$ cat src/rtl/seven_seg_pkg.sv
`default_nettype none
// ============================================================================
// Module   : seven_seg_pkg
// Brief    : Shared state encoding and constants for the display bus arbiter.
// Revision : 1.0 - initial release
// ============================================================================
package seven_seg_pkg;

    localparam int DEF_DATA_W = 32;

    // Read data returned to a master whose transaction timed out
    localparam int unsigned ERR_RDATA = 0;

    typedef enum logic [1:0] {
        IDLE = 2'd0,
        REQ  = 2'd1,
        DONE = 2'd2
    } arb_state_t;

endpackage
`default_nettype wire

$ cat src/rtl/seven_seg_rr_pick.sv
`default_nettype none
// ============================================================================
// Module   : seven_seg_rr_pick
// Brief    : Combinational two-way grant. Round-robin by default; fixed
//            priority to master 0 when SEVEN_SEG_ARB_FIXED_PRIO_EN is defined.
// Revision : 1.0 - initial release
// ============================================================================
module seven_seg_rr_pick (
    input  logic i_m0_stb,
    input  logic i_m1_stb,
    input  logic i_last_grant,
    output logic o_grant,
    output logic o_valid
);

`ifdef SEVEN_SEG_ARB_FIXED_PRIO_EN
    logic w_unused_last_grant;
    assign w_unused_last_grant = i_last_grant;

    always_comb begin
        o_valid = i_m0_stb | i_m1_stb;
        o_grant = ~i_m0_stb & i_m1_stb;
    end
`else
    always_comb begin
        o_valid = i_m0_stb | i_m1_stb;
        // On a tie the master that did not win last time goes next
        if (i_m0_stb && i_m1_stb) begin
            o_grant = ~i_last_grant;
        end else begin
            o_grant = i_m1_stb;
        end
    end
`endif

endmodule
`default_nettype wire

$ cat src/rtl/seven_seg_bus_arb.sv
`default_nettype none
// ============================================================================
// Module   : seven_seg_bus_arb
// Brief    : Two-master arbiter for the seven-segment display slave bus with
//            a slave timeout guard. Option: SEVEN_SEG_ARB_FIXED_PRIO_EN.
// Revision : 1.0 - initial release
// ============================================================================
module seven_seg_bus_arb
    import seven_seg_pkg::*;
#(
    parameter int DATA_W  = DEF_DATA_W,
    parameter int TIMEOUT = 16
) (
    input  logic              clk,
    input  logic              rst,
    input  logic              m0_stb,
    input  logic              m0_we,
    input  logic [DATA_W-1:0] m0_dat_i,
    output logic [DATA_W-1:0] m0_dat_o,
    output logic              m0_ack,
    output logic              m0_err,
    input  logic              m1_stb,
    input  logic              m1_we,
    input  logic [DATA_W-1:0] m1_dat_i,
    output logic [DATA_W-1:0] m1_dat_o,
    output logic              m1_ack,
    output logic              m1_err,
    output logic              s_stb,
    output logic              s_we,
    output logic [DATA_W-1:0] s_dat_o,
    input  logic [DATA_W-1:0] s_dat_i,
    input  logic              s_ack
);

    localparam logic [7:0] CNT_LAST = 8'(TIMEOUT - 1);

    arb_state_t        r_state;
    arb_state_t        w_next_state;
    logic              r_last_grant;
    logic              r_grant;
    logic              r_err;
    logic [7:0]        r_cnt;
    logic              r_s_we;
    logic [DATA_W-1:0] r_s_dat;
    logic [DATA_W-1:0] r_m0_dat;
    logic [DATA_W-1:0] r_m1_dat;
    logic              w_pick_grant;
    logic              w_pick_valid;
    logic              w_timeout;

    seven_seg_rr_pick u_pick (
        .i_m0_stb     (m0_stb),
        .i_m1_stb     (m1_stb),
        .i_last_grant (r_last_grant),
        .o_grant      (w_pick_grant),
        .o_valid      (w_pick_valid)
    );

    assign w_timeout = (r_cnt == CNT_LAST);

    always_comb begin
        w_next_state = r_state;
        case (r_state)
            IDLE:    if (w_pick_valid) w_next_state = REQ;
            REQ:     if (s_ack || w_timeout) w_next_state = DONE;
            DONE:    w_next_state = IDLE;
            default: w_next_state = IDLE;
        endcase
    end

    always_ff @(posedge clk) begin
        if (rst) begin
            r_state      <= IDLE;
            r_last_grant <= 1'b1;
            r_grant      <= 1'b0;
            r_err        <= 1'b0;
            r_cnt        <= '0;
            r_s_we       <= 1'b0;
            r_s_dat      <= '0;
            r_m0_dat     <= '0;
            r_m1_dat     <= '0;
        end else begin
            r_state <= w_next_state;
            case (r_state)
                IDLE: begin
                    r_cnt <= '0;
                    r_err <= 1'b0;
                    if (w_pick_valid) begin
                        r_grant <= w_pick_grant;
                        r_s_we  <= w_pick_grant ? m1_we    : m0_we;
                        r_s_dat <= w_pick_grant ? m1_dat_i : m0_dat_i;
                    end
                end
                REQ: begin
                    if (s_ack) begin
                        r_cnt        <= '0;
                        r_last_grant <= r_grant;
                        if (r_grant) r_m1_dat <= s_dat_i;
                        else         r_m0_dat <= s_dat_i;
                    end else if (w_timeout) begin
                        // A hung slave does not consume the master's turn
                        r_cnt <= '0;
                        r_err <= 1'b1;
                        if (r_grant) r_m1_dat <= DATA_W'(ERR_RDATA);
                        else         r_m0_dat <= DATA_W'(ERR_RDATA);
                    end else begin
                        r_cnt <= r_cnt + 8'd1;
                    end
                end
                default: r_cnt <= '0;
            endcase
        end
    end

    assign s_stb    = (r_state == REQ);
    assign s_we     = r_s_we;
    assign s_dat_o  = r_s_dat;
    assign m0_dat_o = r_m0_dat;
    assign m1_dat_o = r_m1_dat;
    assign m0_ack   = (r_state == DONE) && !r_grant && !r_err;
    assign m0_err   = (r_state == DONE) && !r_grant &&  r_err;
    assign m1_ack   = (r_state == DONE) &&  r_grant && !r_err;
    assign m1_err   = (r_state == DONE) &&  r_grant &&  r_err;

endmodule
`default_nettype wire

$ cat config.mk
export PLATFORM = sky130hd
export DESIGN_NAME = seven_seg_bus_arb
export DESIGN_NICKNAME = d
export VERILOG_FILES = /design/src/rtl/seven_seg_pkg.sv /design/src/rtl/seven_seg_rr_pick.sv /design/src/rtl/seven_seg_bus_arb.sv
export SDC_FILE = /design/constraint.sdc
export NUM_CORES = 1
export LEC_CHECK = 0
export CORE_MARGIN = 5
export CORE_UTILIZATION = 38
export DETAILED_ROUTE_END_ITERATION = 8
export PLACE_DENSITY = 0.76
export REMOVE_ABC_BUFFERS = 1
export SYNTH_ARGS = -nofsm -noshare
export SYNTH_HDL_FRONTEND = slang
export SYNTH_HIERARCHICAL = 1
export SYNTH_SLANG_ARGS = --single-unit
$ cat constraint.sdc
create_clock -name clk -period 1.6 [get_ports clk]
set_input_delay 0.32 -clock clk [delete_from_list [all_inputs] [get_ports clk]]
set_output_delay 0.32 -clock clk [all_outputs]
set_load 0.02 [all_outputs]
## Yosys cells after proc, flatten, opt, wreduce, memory -nomap -nowiden

Index checks and enable logic that the tools add are counted.

- $add $sub $neg: 1
- Equal/unequal tests: 7
- Mux-type cells: 17
- Bitwise operators: 4
- Reductions and logical operators: 20

Operators by type and width:

| kind | number |
|---|---|
| 32-bit two-way mux | 9 |
| 3-bit AND reduction | 3 |
| 8-bit by 1-bit adder with 8-bit output (second input constant) | 1 |
| 8-bit by 4-bit equality test with 1-bit output (second input constant) | 1 |
| 1-bit logical AND | 7 |
| 2-bit by 1-bit != test with 1-bit output (second input constant) | 3 |
| 2-bit AND reduction | 3 |
| 1-bit two-way mux | 4 |
| 2-bit two-way mux | 2 |
| 2-bit one-hot mux with 2 select lines | 1 |
| 2-bit nonzero test | 2 |
| 4-bit OR reduction | 1 |
| 1-bit NOT | 3 |
| 2-bit by 1-bit equality test with 1-bit output (second input constant) | 1 |
| 2-bit equality test (second input constant) | 1 |
| 1-bit zero test | 2 |
| 2-bit zero test | 1 |
| 2-bit != test (second input constant) | 1 |
| 1-bit one-hot mux with 2 select lines | 1 |
| 1-bit logical OR | 1 |
| 1-bit bitwise OR | 1 |

- Bits in registers: 110
- Input bits: 103
- Logic and storage cells: 58

## Depth between registers and ports, before layout

- Depth in word-level cells: 4
- Gate-level depth with buffers: 6

## By module

The synthesis kept the hierarchy.

By module, submodules not included:

| module | times used | cells an instance | area an instance (µm²) | sequential area each (µm²) |
|---|---|---|---|---|
| seven_seg_bus_arb | 1 | 474 | 4566.9 | 2202.1 |
| seven_seg_rr_pick | 1 | 2 | 13.8 | 0.0 |

## Worst setup path after synthesis

OpenSTA, ideal clock, no wires.

- Path type: reg-to-output
- Start point: register r_state[1]
- End point: output m0_err
- Data arrival time: 1.296 ns
- Required time: 1.280 ns
- Setup slack: -0.016 ns
- Stages on the path, launching flop included: 3
- Buffers on the path: 1
- Cells stage by stage: dfxtp_1 clkbuf_1 nor4bb_1

- Cells in the longest elaborated chain, start to end: 3

Ends and longest elaborated chain:

| element | RTL line | RTL |
|---|---|---|
| start: declaration | seven_seg_bus_arb.sv:37 | `arb_state_t r_state;` |
| start signal: assignment | seven_seg_bus_arb.sv:83 | `r_state <= w_next_state;` |
| 2-bit equality test | seven_seg_bus_arb.sv:121 | `assign m0_err = (r_state == DONE) && !r_grant && r_err;` |
| 1-bit logical AND (2 in a row) | seven_seg_bus_arb.sv:121 |  |
| end: declaration | seven_seg_bus_arb.sv:21 | `output logic m0_err,` |

Every way passes these cells.

## Final worst setup path

- Start point: register r_cnt[5]
- End point: register r_m1_dat[18], in the netlist m1_dat_o[18]

- Cells in the longest elaborated chain, start to end: 3

Ends and longest elaborated chain:

| element | RTL line | RTL |
|---|---|---|
| start: declaration | seven_seg_bus_arb.sv:42 | `logic [7:0] r_cnt;` |
| start signal: assignment | seven_seg_bus_arb.sv:107 | `r_cnt <= r_cnt + 8'd1;` |
| 8-bit by 4-bit equality test with 1-bit output | seven_seg_bus_arb.sv:59 | `assign w_timeout = (r_cnt == CNT_LAST);` |
| 2-bit nonzero test (no line) | - |  |
| 3-bit AND reduction (no line) | - |  |
| end signal: assignment | seven_seg_bus_arb.sv:98 | `if (r_grant) r_m1_dat <= s_dat_i;` |
| end signal: assignment | seven_seg_bus_arb.sv:104 | `if (r_grant) r_m1_dat <= DATA_W'(ERR_RDATA);` |
| end: declaration | seven_seg_bus_arb.sv:46 | `logic [DATA_W-1:0] r_m1_dat;` |

Every way passes these cells.
A chain may end at the register's enable or synchronous reset.

==> run metrics <==
dpl ws=-0.295 ns; result of the run=complete, but fails checks; CTS H-tree lvls=3; Seq cells post-synth=110; via count of the routed design=4767; Warnings, synthesis=6; Root Buffer=sky130_fd_sc_hd__clkbuf_16; Highest Signal Layer=met4; clock sink count=110; sort of element at the end of the critical path=register; Worst EP arrival=1.88 ns; power density of the placed cells=939 nW/µm²; dpl cells=798; classification of the worst setup path=register to register; number of antenna violations at the first check in global routing=0; count of buffers from port buffering=roughly 200; post-synthesis cell type count=38; slew of the pin with the lowest slew margin=between 0.4 and 0.5 ns; Final Non-Filler Cells=830; failing checks=setup timing; syn avg cell area=9.62 µm²; WP data required=1.81 ns; final number of max-transition violations=0; CTS tree=built; core footprint=11900 µm²; remaining routing DRC violations=0; share of the cycle needed by the critical path after routing=104%; Routability Congestion=0.820; launching element type of the critical path=register; achievable clock frequency=599 MHz; drt first-iter violations=413; Static Leakage=3.04 nW; first-pass iteration count of the detailed router=5; clock-pin slew on the worst setup and hold paths=0.08 ns; sum of met3 wire segment lengths after detailed routing=747 µm; count of inserted antenna diode cells=0; Remaining Overflow, GRT=0; Power Total=7.01 mW; type of the tightest min-delay check=input port to register; worst voltage drop across the vdd grid=0.703 mV; length of routed met2 wiring=between 9 and 10 mm; Hold Fails Final Rpt=0; async set or reset register ratio after synthesis=0%; I/O pins=205; largest buffer count on any clock path=2; largest net degree at the start of global routing=102; per-cell routed wire length=20.2 µm; fraction of final layout cells with drive strength greater than 1=13.0%; Final Routed Wirelength=16.8 mm; vias in the first global route=4647; Fill cells=1026; crit path time final=~1.7 ns; overall fraction of global-route tracks in use=20.6%; post-synthesis instance area=roughly 4600 µm²; NumNets Final=782; Top FF cell, synth=sky130_fd_sc_hd__dfxtp_1; die height=120 µm; global-route wire length before repair=23.9 mm; least setup slack across all paths after layout=-0.0702 ns; die area=around 14000 µm²; max_cap viols=0; worst slew margin relative to its limit=68.9%; count of flip-flops with a built-in enable after synthesis=0; Final HPWL DP=around 11 mm; Area growth syn-to-layout=62.8%; clock buffers created by TritonCTS=9; number of buffers added to fix hold violations after cts=0; worst skew pair latency=0.35 ns; detail-routed via count per cell=5.74; post-synthesis instance total=476; count of standard-cell rows=40; skew final=0.00704 ns; sequential element share of the synthesized area=48.1%; wire length on met1=6.78 mm; RSZ-0062 raised after global routing=true; Antenna Violating Nets Remaining=0; Starting Density=just under 40%; overall die width=120 µm; worst slack on hold paths=0.404 ns; maximum fanout along the worst path=9; # setup viols final=58
## through the flow
stage,cell area [µm²],setup TNS (ns),util (%)
floorplan,4320,-225.65,-
global route,7460,-4.48,62.6
CTS,7050,-0.344,59.2
global placement,6870,-7.50,57.6
detailed placement,6870,-9.03,57.6
finish,7460,-1.87,62.6
## cell usage after synthesis (2+ instances only)
master | number | area share [%]
sky130_fd_sc_hd__a21oi_1 | 3 | 0.33
sky130_fd_sc_hd__clkbuf_1 | 28 | 2.3
sky130_fd_sc_hd__nor2_1 | 41 | 3.4
sky130_fd_sc_hd__buf_4 | 5 | 0.82
sky130_fd_sc_hd__nand3_1 | 3 | 0.33
sky130_fd_sc_hd__nor4bb_1 | 2 | 0.44
sky130_fd_sc_hd__or3_1 | 3 | 0.41
sky130_fd_sc_hd__inv_1 | 3 | 0.25
sky130_fd_sc_hd__a211oi_1 | 33 | 5.4
sky130_fd_sc_hd__buf_2 | 20 | 2.2
sky130_fd_sc_hd__o21ai_0 | 4 | 0.44
sky130_fd_sc_hd__dfxtp_1 | 110 | 48
sky130_fd_sc_hd__nand2_1 | 34 | 2.8
sky130_fd_sc_hd__nor3b_1 | 3 | 0.49
sky130_fd_sc_hd__a31oi_1 | 64 | 8.7
sky130_fd_sc_hd__xnor2_1 | 2 | 0.38
sky130_fd_sc_hd__mux2i_1 | 34 | 7.4
sky130_fd_sc_hd__a311oi_1 | 64 | 12
## final timing paths
path | slack [ns] | start | cells past startpoint | endpoint
worst max-delay path | -0.07 | r_cnt[5] | 5 | m1_dat_o[18]
worst min-delay path | 0.40 | rst | 3 | r_state[1]
worst max register to register | -0.07 | r_cnt[5] | 5 | m1_dat_o[18]
worst min register to register | 0.49 | r_cnt[7] | 2 | r_cnt[7]
## layout by cell type (no fill, tap or decap), drive strengths merged, types with 2 or more instances in the layout
cell | netlist | final
clkdlybuf4s50 | 0 | 100
buf | 27 | 41
nor3b | 3 | 3
a31oi | 64 | 64
dfxtp | 110 | 110
a211oi | 33 | 33
clkinv | 0 | 2
a311oi | 64 | 64
nand2 | 34 | 34
nand3 | 3 | 3
dlygate4sd2 | 0 | 97
xnor2 | 2 | 2
a21oi | 3 | 3
nor4bb | 2 | 2
inv | 3 | 5
or3 | 3 | 3
nor2 | 41 | 41
o21ai | 5 | 5
mux2i | 34 | 34
a21boi | 2 | 2
clkbuf | 29 | 18
## sequential cells by signal, summed over array words and instances (netlist names)
name          count
r_state           2
s_we              1
r_err             1
r_grant           1
m1_dat_o         32
m0_dat_o         32
s_dat_o          32
r_cnt             8
r_last_grant      1
## power breakdown
part	leakage (nW)	switching, mW	total [mW]	internal, mW
sequential	0.900	0.0962	3.00	2.91
combinational	1.99	0.896	1.70	0.803
clock	0.149	1.04	2.30	1.27
total	3.04	2.03	7.01	4.98
## per-layer routing
layer,up-vias,global-route usage (%)
met5,-,0
met4,0,6.08
met3,21,3.53
met2,152,39.4
met1,2326,23.1
li1,2268,-
## kinds of logic (layout without fill, tap and decap cells)
family	Yosys count	after routing	share of synthesized area [%]
buffers and inverters	59	266	5.98
adders and majority gates	1	1	0.273
and+or+nand+nor	95	95	9.34
xor gates and xnor gates	3	3	0.574
DFF	110	110	48.1
AOI/OAI and AO/OA	174	174	28.3
muxes	34	34	7.43
## worst max-delay path, stage by stage (launching register included)
cell,delay [ns]
sky130_fd_sc_hd__dfxtp_2,0.32
sky130_fd_sc_hd__or4_4,0.57
sky130_fd_sc_hd__o21ai_4,0.18
sky130_fd_sc_hd__buf_12,0.17
sky130_fd_sc_hd__buf_6,0.18
sky130_fd_sc_hd__a311oi_1,0.11
## repair_timing
item	CTS	global route
setup buffers	0	6
endpoints found under the hold margin	0	0
setup endpoints to repair	141	88
resized for setup	124	25
pin swaps	2	7
cloned	0	10
## layout make-up
type	instances	area, µm²	share of cell area (%)
Timing Repair Buffer	247	2530	33.9
Multi-Input combinational cell	307	2220	29.7
Tap cell	147	184	2.47
Clock buffer	10	239	3.20
Sequential cell	110	2210	29.6
Clock inverter	6	68.8	0.923
Inverter	3	11.3	0.151
No activity file was read; power rests on OpenSTA's default activity.
